**config.mk**
```make
export PLATFORM = sky130hd
export DESIGN_NAME = mc_ctrl
export DESIGN_NICKNAME = d
export VERILOG_FILES = /design/src/rtl/mc_ctrl_pkg.sv /design/src/rtl/mc_ctrl_decode.sv /design/src/rtl/mc_ctrl.sv
export SDC_FILE = /design/constraint.sdc
export NUM_CORES = 1
export LEC_CHECK = 0
export BUFFER_PORTS_ARGS = -buffer_cell sky130_fd_sc_hd__buf_2
export CAP_MARGIN = 20
export CORE_ASPECT_RATIO = 0.8
export CORE_MARGIN = 2
export CORE_UTILIZATION = 53
export CTS_CLUSTER_DIAMETER = 40
export DETAILED_ROUTE_END_ITERATION = 8
export GPL_TIMING_DRIVEN = 0
export PLACE_DENSITY = 0.85
export SYNTH_ARGS = -nofsm -noshare
export SYNTH_HDL_FRONTEND = slang
export SYNTH_SLANG_ARGS = --single-unit
export TNS_END_PERCENT = 5
```
**constraint.sdc**
```tcl
create_clock -name clk -period 3.03 [get_ports clk]
set_input_delay 0.1515 -clock clk [delete_from_list [all_inputs] [get_ports clk]]
set_output_delay 0.1515 -clock clk [all_outputs]
set_load 0.005 [all_outputs]
```
**src/rtl/mc_ctrl_pkg.sv**
```systemverilog
// Shared encodings for the multi-cycle MIPS-subset controller: opcodes, functs,
// FSM states, instruction classes and datapath select values.
package mc_ctrl_pkg;

    localparam logic [5:0] OP_RTYPE = 6'h00;
    localparam logic [5:0] OP_J     = 6'h02;
    localparam logic [5:0] OP_JAL   = 6'h03;
    localparam logic [5:0] OP_BEQ   = 6'h04;
    localparam logic [5:0] OP_ADDIU = 6'h09;
    localparam logic [5:0] OP_ANDI  = 6'h0c;
    localparam logic [5:0] OP_ORI   = 6'h0d;
    localparam logic [5:0] OP_LUI   = 6'h0f;
    localparam logic [5:0] OP_LW    = 6'h23;
    localparam logic [5:0] OP_SW    = 6'h2b;

    localparam logic [5:0] FN_SLL  = 6'h00;
    localparam logic [5:0] FN_SRL  = 6'h02;
    localparam logic [5:0] FN_JR   = 6'h08;
    localparam logic [5:0] FN_ADDU = 6'h21;
    localparam logic [5:0] FN_SUBU = 6'h23;
    localparam logic [5:0] FN_SLT  = 6'h2a;

    localparam logic [1:0] EXT_SIGN  = 2'b00;
    localparam logic [1:0] EXT_ZERO  = 2'b01;
    localparam logic [1:0] EXT_LUI   = 2'b10;
    localparam logic [1:0] EXT_SHAMT = 2'b11;

    localparam logic [2:0] ALU_ADD = 3'b000;
    localparam logic [2:0] ALU_SUB = 3'b001;
    localparam logic [2:0] ALU_OR  = 3'b010;
    localparam logic [2:0] ALU_AND = 3'b011;
    localparam logic [2:0] ALU_SLT = 3'b100;
    localparam logic [2:0] ALU_SLL = 3'b101;
    localparam logic [2:0] ALU_SRL = 3'b110;

    localparam logic [1:0] DST_RT = 2'b00;
    localparam logic [1:0] DST_RD = 2'b01;
    localparam logic [1:0] DST_RA = 2'b10;

    localparam logic [1:0] WD_ALU = 2'b00;
    localparam logic [1:0] WD_MEM = 2'b01;
    localparam logic [1:0] WD_PC4 = 2'b10;

    localparam logic [1:0] NPC_PC4 = 2'b00;
    localparam logic [1:0] NPC_BR  = 2'b01;
    localparam logic [1:0] NPC_J   = 2'b10;
    localparam logic [1:0] NPC_RS  = 2'b11;

    typedef enum logic [3:0] {
        S_FETCH, S_DECODE, S_EXEC, S_ALUWB, S_BRANCH,
        S_MEMADR, S_MEMRD, S_MEMWR, S_MEMWB
    } state_e;

    typedef enum logic [2:0] {
        CLS_ALU, CLS_J, CLS_JAL, CLS_JR, CLS_BEQ, CLS_LW, CLS_SW, CLS_ILL
    } cls_e;

endpackage

```
**src/rtl/mc_ctrl_decode.sv**
```systemverilog
// Combinational instruction decoder: classifies the IR word and produces the
// datapath select fields that stay constant while the instruction is in flight.
module mc_ctrl_decode
    import mc_ctrl_pkg::*;
(
    input  logic [31:0] instr_i,
    output cls_e        cls_o,
    output logic [1:0]  ext_op_o,
    output logic [2:0]  alu_op_o,
    output logic        alu_src_o,
    output logic [1:0]  reg_dst_o,
    output logic [1:0]  wd_sel_o,
    output logic [1:0]  npc_op_o
);

    logic [5:0] opcode;
    logic [5:0] funct;

    assign opcode = instr_i[31:26];
    assign funct  = instr_i[5:0];

    always_comb begin
        cls_o     = CLS_ILL;
        ext_op_o  = EXT_SIGN;
        alu_op_o  = ALU_ADD;
        alu_src_o = 1'b0;
        reg_dst_o = DST_RT;
        wd_sel_o  = WD_ALU;
        npc_op_o  = NPC_PC4;
        case (opcode)
            OP_RTYPE: begin
                reg_dst_o = DST_RD;
                case (funct)
                    FN_ADDU: begin cls_o = CLS_ALU; alu_op_o = ALU_ADD; end
                    FN_SUBU: begin cls_o = CLS_ALU; alu_op_o = ALU_SUB; end
                    FN_SLT:  begin cls_o = CLS_ALU; alu_op_o = ALU_SLT; end
                    FN_SLL, FN_SRL: begin
                        // Shift amount travels through the extender as the B operand.
                        cls_o     = CLS_ALU;
                        alu_op_o  = (funct == FN_SLL) ? ALU_SLL : ALU_SRL;
                        ext_op_o  = EXT_SHAMT;
                        alu_src_o = 1'b1;
                    end
                    FN_JR:   begin cls_o = CLS_JR; npc_op_o = NPC_RS; end
                    default: cls_o = CLS_ILL;
                endcase
            end
            OP_ADDIU: begin cls_o = CLS_ALU; alu_src_o = 1'b1; end
            OP_ANDI: begin
                cls_o = CLS_ALU; alu_op_o = ALU_AND; ext_op_o = EXT_ZERO; alu_src_o = 1'b1;
            end
            OP_ORI: begin
                cls_o = CLS_ALU; alu_op_o = ALU_OR; ext_op_o = EXT_ZERO; alu_src_o = 1'b1;
            end
            OP_LUI: begin
                cls_o = CLS_ALU; alu_op_o = ALU_OR; ext_op_o = EXT_LUI; alu_src_o = 1'b1;
            end
            OP_LW: begin cls_o = CLS_LW; alu_src_o = 1'b1; wd_sel_o = WD_MEM; end
            OP_SW: begin cls_o = CLS_SW; alu_src_o = 1'b1; end
            OP_BEQ: begin cls_o = CLS_BEQ; alu_op_o = ALU_SUB; npc_op_o = NPC_BR; end
            OP_J:   begin cls_o = CLS_J; npc_op_o = NPC_J; end
            OP_JAL: begin
                cls_o = CLS_JAL; npc_op_o = NPC_J; reg_dst_o = DST_RA; wd_sel_o = WD_PC4;
            end
            default: cls_o = CLS_ILL;
        endcase
    end

endmodule

```
**src/rtl/mc_ctrl.sv**
```systemverilog
// Multi-cycle control FSM: sequences FETCH/DECODE/EXEC/MEM/WB, generates the
// write strobes and counts retired instructions.
module mc_ctrl
    import mc_ctrl_pkg::*;
#(
    parameter int CNT_W = 32
) (
    input  logic             clk,
    input  logic             rst_n,
    input  logic [31:0]      instr,
    input  logic             zero,
    input  logic             dm_ready,
    output logic             pc_wr,
    output logic             ir_wr,
    output logic             reg_wr,
    output logic             dm_req,
    output logic             dm_we,
    output logic [1:0]       ext_op,
    output logic [2:0]       alu_op,
    output logic             alu_src,
    output logic [1:0]       reg_dst,
    output logic [1:0]       wd_sel,
    output logic [1:0]       npc_op,
    output logic             illegal,
    output logic [CNT_W-1:0] instr_cnt
);

    state_e           state_q, state_d;
    logic [CNT_W-1:0] cnt_q;
    cls_e             cls;
    logic [1:0]       dec_ext_op, dec_reg_dst, dec_wd_sel, dec_npc_op;
    logic [2:0]       dec_alu_op;
    logic             dec_alu_src;
    logic             pc_wr_s, ir_wr_s, reg_wr_s, dm_req_s, dm_we_s, illegal_s, retire;
    logic             sel_en;

    mc_ctrl_decode u_decode (
        .instr_i   (instr),
        .cls_o     (cls),
        .ext_op_o  (dec_ext_op),
        .alu_op_o  (dec_alu_op),
        .alu_src_o (dec_alu_src),
        .reg_dst_o (dec_reg_dst),
        .wd_sel_o  (dec_wd_sel),
        .npc_op_o  (dec_npc_op)
    );

    always_ff @(posedge clk or negedge rst_n) begin
        if (!rst_n) begin
            state_q <= S_FETCH;
            cnt_q   <= '0;
        end else begin
            state_q <= state_d;
            if (retire) cnt_q <= cnt_q + {{(CNT_W-1){1'b0}}, 1'b1};
        end
    end

    always_comb begin
        state_d   = state_q;
        pc_wr_s   = 1'b0;
        ir_wr_s   = 1'b0;
        reg_wr_s  = 1'b0;
        dm_req_s  = 1'b0;
        dm_we_s   = 1'b0;
        illegal_s = 1'b0;
        retire    = 1'b0;
        case (state_q)
            S_FETCH: begin
                ir_wr_s = 1'b1;
                pc_wr_s = 1'b1;
                state_d = S_DECODE;
            end
            S_DECODE: begin
                case (cls)
                    CLS_J, CLS_JR: begin pc_wr_s = 1'b1; retire = 1'b1; end
                    CLS_JAL: begin pc_wr_s = 1'b1; reg_wr_s = 1'b1; retire = 1'b1; end
                    CLS_BEQ: state_d = S_BRANCH;
                    CLS_LW, CLS_SW: state_d = S_MEMADR;
                    CLS_ALU: state_d = S_EXEC;
                    default: begin illegal_s = 1'b1; retire = 1'b1; end
                endcase
            end
            S_EXEC:   state_d = S_ALUWB;
            S_ALUWB:  begin reg_wr_s = 1'b1; retire = 1'b1; end
            S_BRANCH: begin pc_wr_s = zero; retire = 1'b1; end
            S_MEMADR: state_d = (cls == CLS_SW) ? S_MEMWR : S_MEMRD;
            S_MEMRD: begin
                dm_req_s = 1'b1;
                if (dm_ready) state_d = S_MEMWB;
            end
            S_MEMWR: begin
                dm_req_s = 1'b1;
                dm_we_s  = 1'b1;
                retire   = dm_ready;
            end
            S_MEMWB:  begin reg_wr_s = 1'b1; retire = 1'b1; end
            default:  state_d = S_FETCH;
        endcase
        if (retire) state_d = S_FETCH;
    end

    // State resets to FETCH, whose strobes are active; rst_n masks them so
    // nothing writes while reset is held, and drops dm_req the instant it asserts.
    assign pc_wr   = rst_n & pc_wr_s;
    assign ir_wr   = rst_n & ir_wr_s;
    assign reg_wr  = rst_n & reg_wr_s;
    assign dm_req  = rst_n & dm_req_s;
    assign dm_we   = rst_n & dm_we_s;
    assign illegal = rst_n & illegal_s;

    // In FETCH the IR still holds the previous word, so selects are forced to 0.
    assign sel_en  = rst_n && (state_q != S_FETCH);
    assign ext_op  = sel_en ? dec_ext_op  : 2'b00;
    assign alu_op  = sel_en ? dec_alu_op  : 3'b000;
    assign alu_src = sel_en ? dec_alu_src : 1'b0;
    assign reg_dst = sel_en ? dec_reg_dst : 2'b00;
    assign wd_sel  = sel_en ? dec_wd_sel  : 2'b00;
    assign npc_op  = sel_en ? dec_npc_op  : 2'b00;

    assign instr_cnt = cnt_q;

endmodule

```
==> impl_results.md <==
* Vias in the first global route at 1901
* Worst R2R End: instr_cnt[22]
* Met1 usage at ~36%
* Synth area leaders: dfrtp_1 (39%), xnor2_1 (11%), nand3_1 (4.3%)
* Layout cells sized above 1 at between 20% and 30%
* Most frequent cell after synthesis: dfrtp_1
* Detailed placement HPWL at a little over 4000 um
* Reg clk slew, reported paths at 0.07 ns
* Final worst setup slack at between 0.5 and 0.6 ns
* Library cells used by synthesis at 50
* Placer Congestion at roughly 0.85
* Yosys Warn Count at 0
* Worst Hold Depth at 3
* Worst R2R Path Depth at 8
* CTS Buf Count at 5
* Worst skew pair latency at 0.29 ns
* FMAX at just under 0.4 GHz
* Crit path time final at 2.52 ns
* Die W at 77.8 um
* Via count at approximately 2200
* CTS tree: built
* First-pass GRT wire length at 9170 um
* Setup TNS at 0 ns
* Mapped Area at ~2300 sq um
* Drt first pass iters at 5
* Post-synth top cells: dfrtp_1 (36), xnor2_1 (30), nand2_1 (22), nand3_1 (20), nor2_1 (18)
* Root Driver: clkbuf_8
* RR Startpoint: state_q[3]
* Initial antenna violation count at 0
* Worst EP arrival at roughly 2.4 ns
* Post-synth ARST share at 100%
* CP Data Required Time at 2.88 ns
* Yosys reg bits at 36
* Slew margin rel. at 43.8%
* FF-to-FF setup slack at 0.70 ns
* Die area at 4900 sq um
* Synth Net Count at 291
* DR WL/cell at between 10 and 15 um
* Total power at 1590 uW
* Pwr Density at 573 nW/um^2
* Syn_area_per_cell at 9.09 sq um
* Inserted Diodes at 0
* I/O pins at 86
* Synth area leader: dfrtp_1
* Startpoint Class: primary input
* Period utilization at 83.3%
* Setup CP Type: primary input to primary output
* Commonest register cell after synthesis: dfrtp_1
* Core ar. at 4180 sq um
* Setup crit end kind: primary output
* Dpl ws at roughly 0.76 ns
* Vias per cell at 5.75
* Post-CTS sizing at 0
* Post-synth EDFFs at 0
* Area growth syn-to-layout at 19.9%
* Cells after synthesis at 254
* Initial drt markers at roughly 120
* Met3 Use GR at 4.91%
* Share of the synthesized area in the top cell type at 39.0%
* Skew final at approximately 0.0067 ns
* Final design utilization at 66.3%
* Residual DRC at 0
* Pleak at ~0.0013 uW
* Largest net degree at the start of global routing at 42
* Initial Util at between 50% and 60%
* RSZ-0062 raised after global routing: no
* Final Hold Vio Count at 0
* GR Util met2 at 32.9%
* I/O Buffers at between 60 and 70
* Crit-path max FO at 41
* Final setup viols at 0
* Outcome: complete, no violations
* Slew Limit Fails at 0
* # clock sinks at 36
* Total global routing overflow at 0
* Max clock buf depth at 2
* Hold Path End: state_q[3]
* Worst slew pin tran at 0.843 ns
* Post-synthesis sequential area ratio at 39.0%
* GRT Total Usage at a little under a quarter
* Max Cap Viol at 0
* Rows at 21
* VDD IR max at 0.341 mV
* Hold path start: dm_ready
* Fin Hold WS at around 0.15 ns
* WL final at 5470 um
* Nets@finish at 361
* Die height at 63.0 um
* Most Crowded Layer GR: met1
* H-tree lvl count at 2
* Routed Antenna Nets at 0
* Worst min path class: primary input to register
-- cell type report --
cell class	count	area, sq um
sequential	36	901
inverter	3	11.3
clock buffer	5	68.8
timing repair buffer	63	320
tap	57	71.3
fill	343	1410
multi-input combinational	200	1310
buffer	15	90.1
-- through the flow --
step                instance area (sq um)  cells
floorplan                            2310    254
global placement                     2690    373
detailed placement                   2690    373
CTS                                  2770    379
global route                         2770    379
finish                               2770    379
-- worst max-delay path by stage --
stage	from	end	slack [ns]
3_5_place_dp	state_q[3]	instr_cnt[22]	0.76
6_report	rst_n	wd_sel[1]	0.51
2_1_floorplan	state_q[3]	instr_cnt[16]	1.03
5_1_grt	rst_n	wd_sel[1]	0.16
4_1_cts	rst_n	wd_sel[1]	0.44
3_3_place_gp	state_q[3]	instr_cnt[16]	0.78
-- metal layers --
layer / wire length, um / share of wire [%]
met1: 2590 / 47
met2: 2420 / 44
met3: 419 / 7.7
met5: 0 / 0
met4: 49 / 0.90
-- registers in the layout, indices dropped and copies added, names as in the netlist --
name	count
instr_cnt	32
state_q	4
-- cell usage in the layout (no fill, tap or decap), types with 2 or more instances in the layout --
master and instances:
o211ai_1 2, o22a_1 2, clkbuf_1 4, nand3b_1 3
nor3_1 7, buf_2 68, or2_2 2, clkbuf_8 5
o21ai_0 6, buf_6 3, nor3b_1 3, nand3_1 20
or3b_2 2, inv_1 3, nand4_1 14, nor2b_1 5
a31oi_1 3, and4_1 5, dfrtp_1 36, or3_1 5
xor2_1 3, xnor2_1 30, a21oi_1 9, nor2_1 18
and3_1 12, nand2_1 22, o22ai_1 3, and2_1 3
-- worst max-delay path, cell delays in order --
cell,delay (ns)
dlygate4sd3_1,0.52
buf_2,0.66
o21ai_1,0.45
nor3b_1,0.34
buf_4,0.15
buf_2,0.10
-- report_power, final --
group,switching (uW),internal [uW]
Combinational,378,282
Sequential,73.5,548
Clock,157,148
Total,608,978
-- logic make-up after synthesis --
group / Yosys count / synth area share, %
AO/OA/AOI/OAI: 36 / 11.7
XOR/XNOR: 33 / 12.5
adder cells (fa/ha/maj): 1 / 0.542
buffers and inverters: 18 / 4.39
flip-flops: 36 / 39.0
multiplexers: 1 / 0.488
AND/OR/NAND/NOR: 129 / 31.3
-- what timing repair did --
item | 4_1_cts | 5_1_grt
buffers inserted | 0 | 0
endpoints found under the hold margin | 29 | 0
hold buffers | 1 | 0
(Power assumes the default switching activity.)
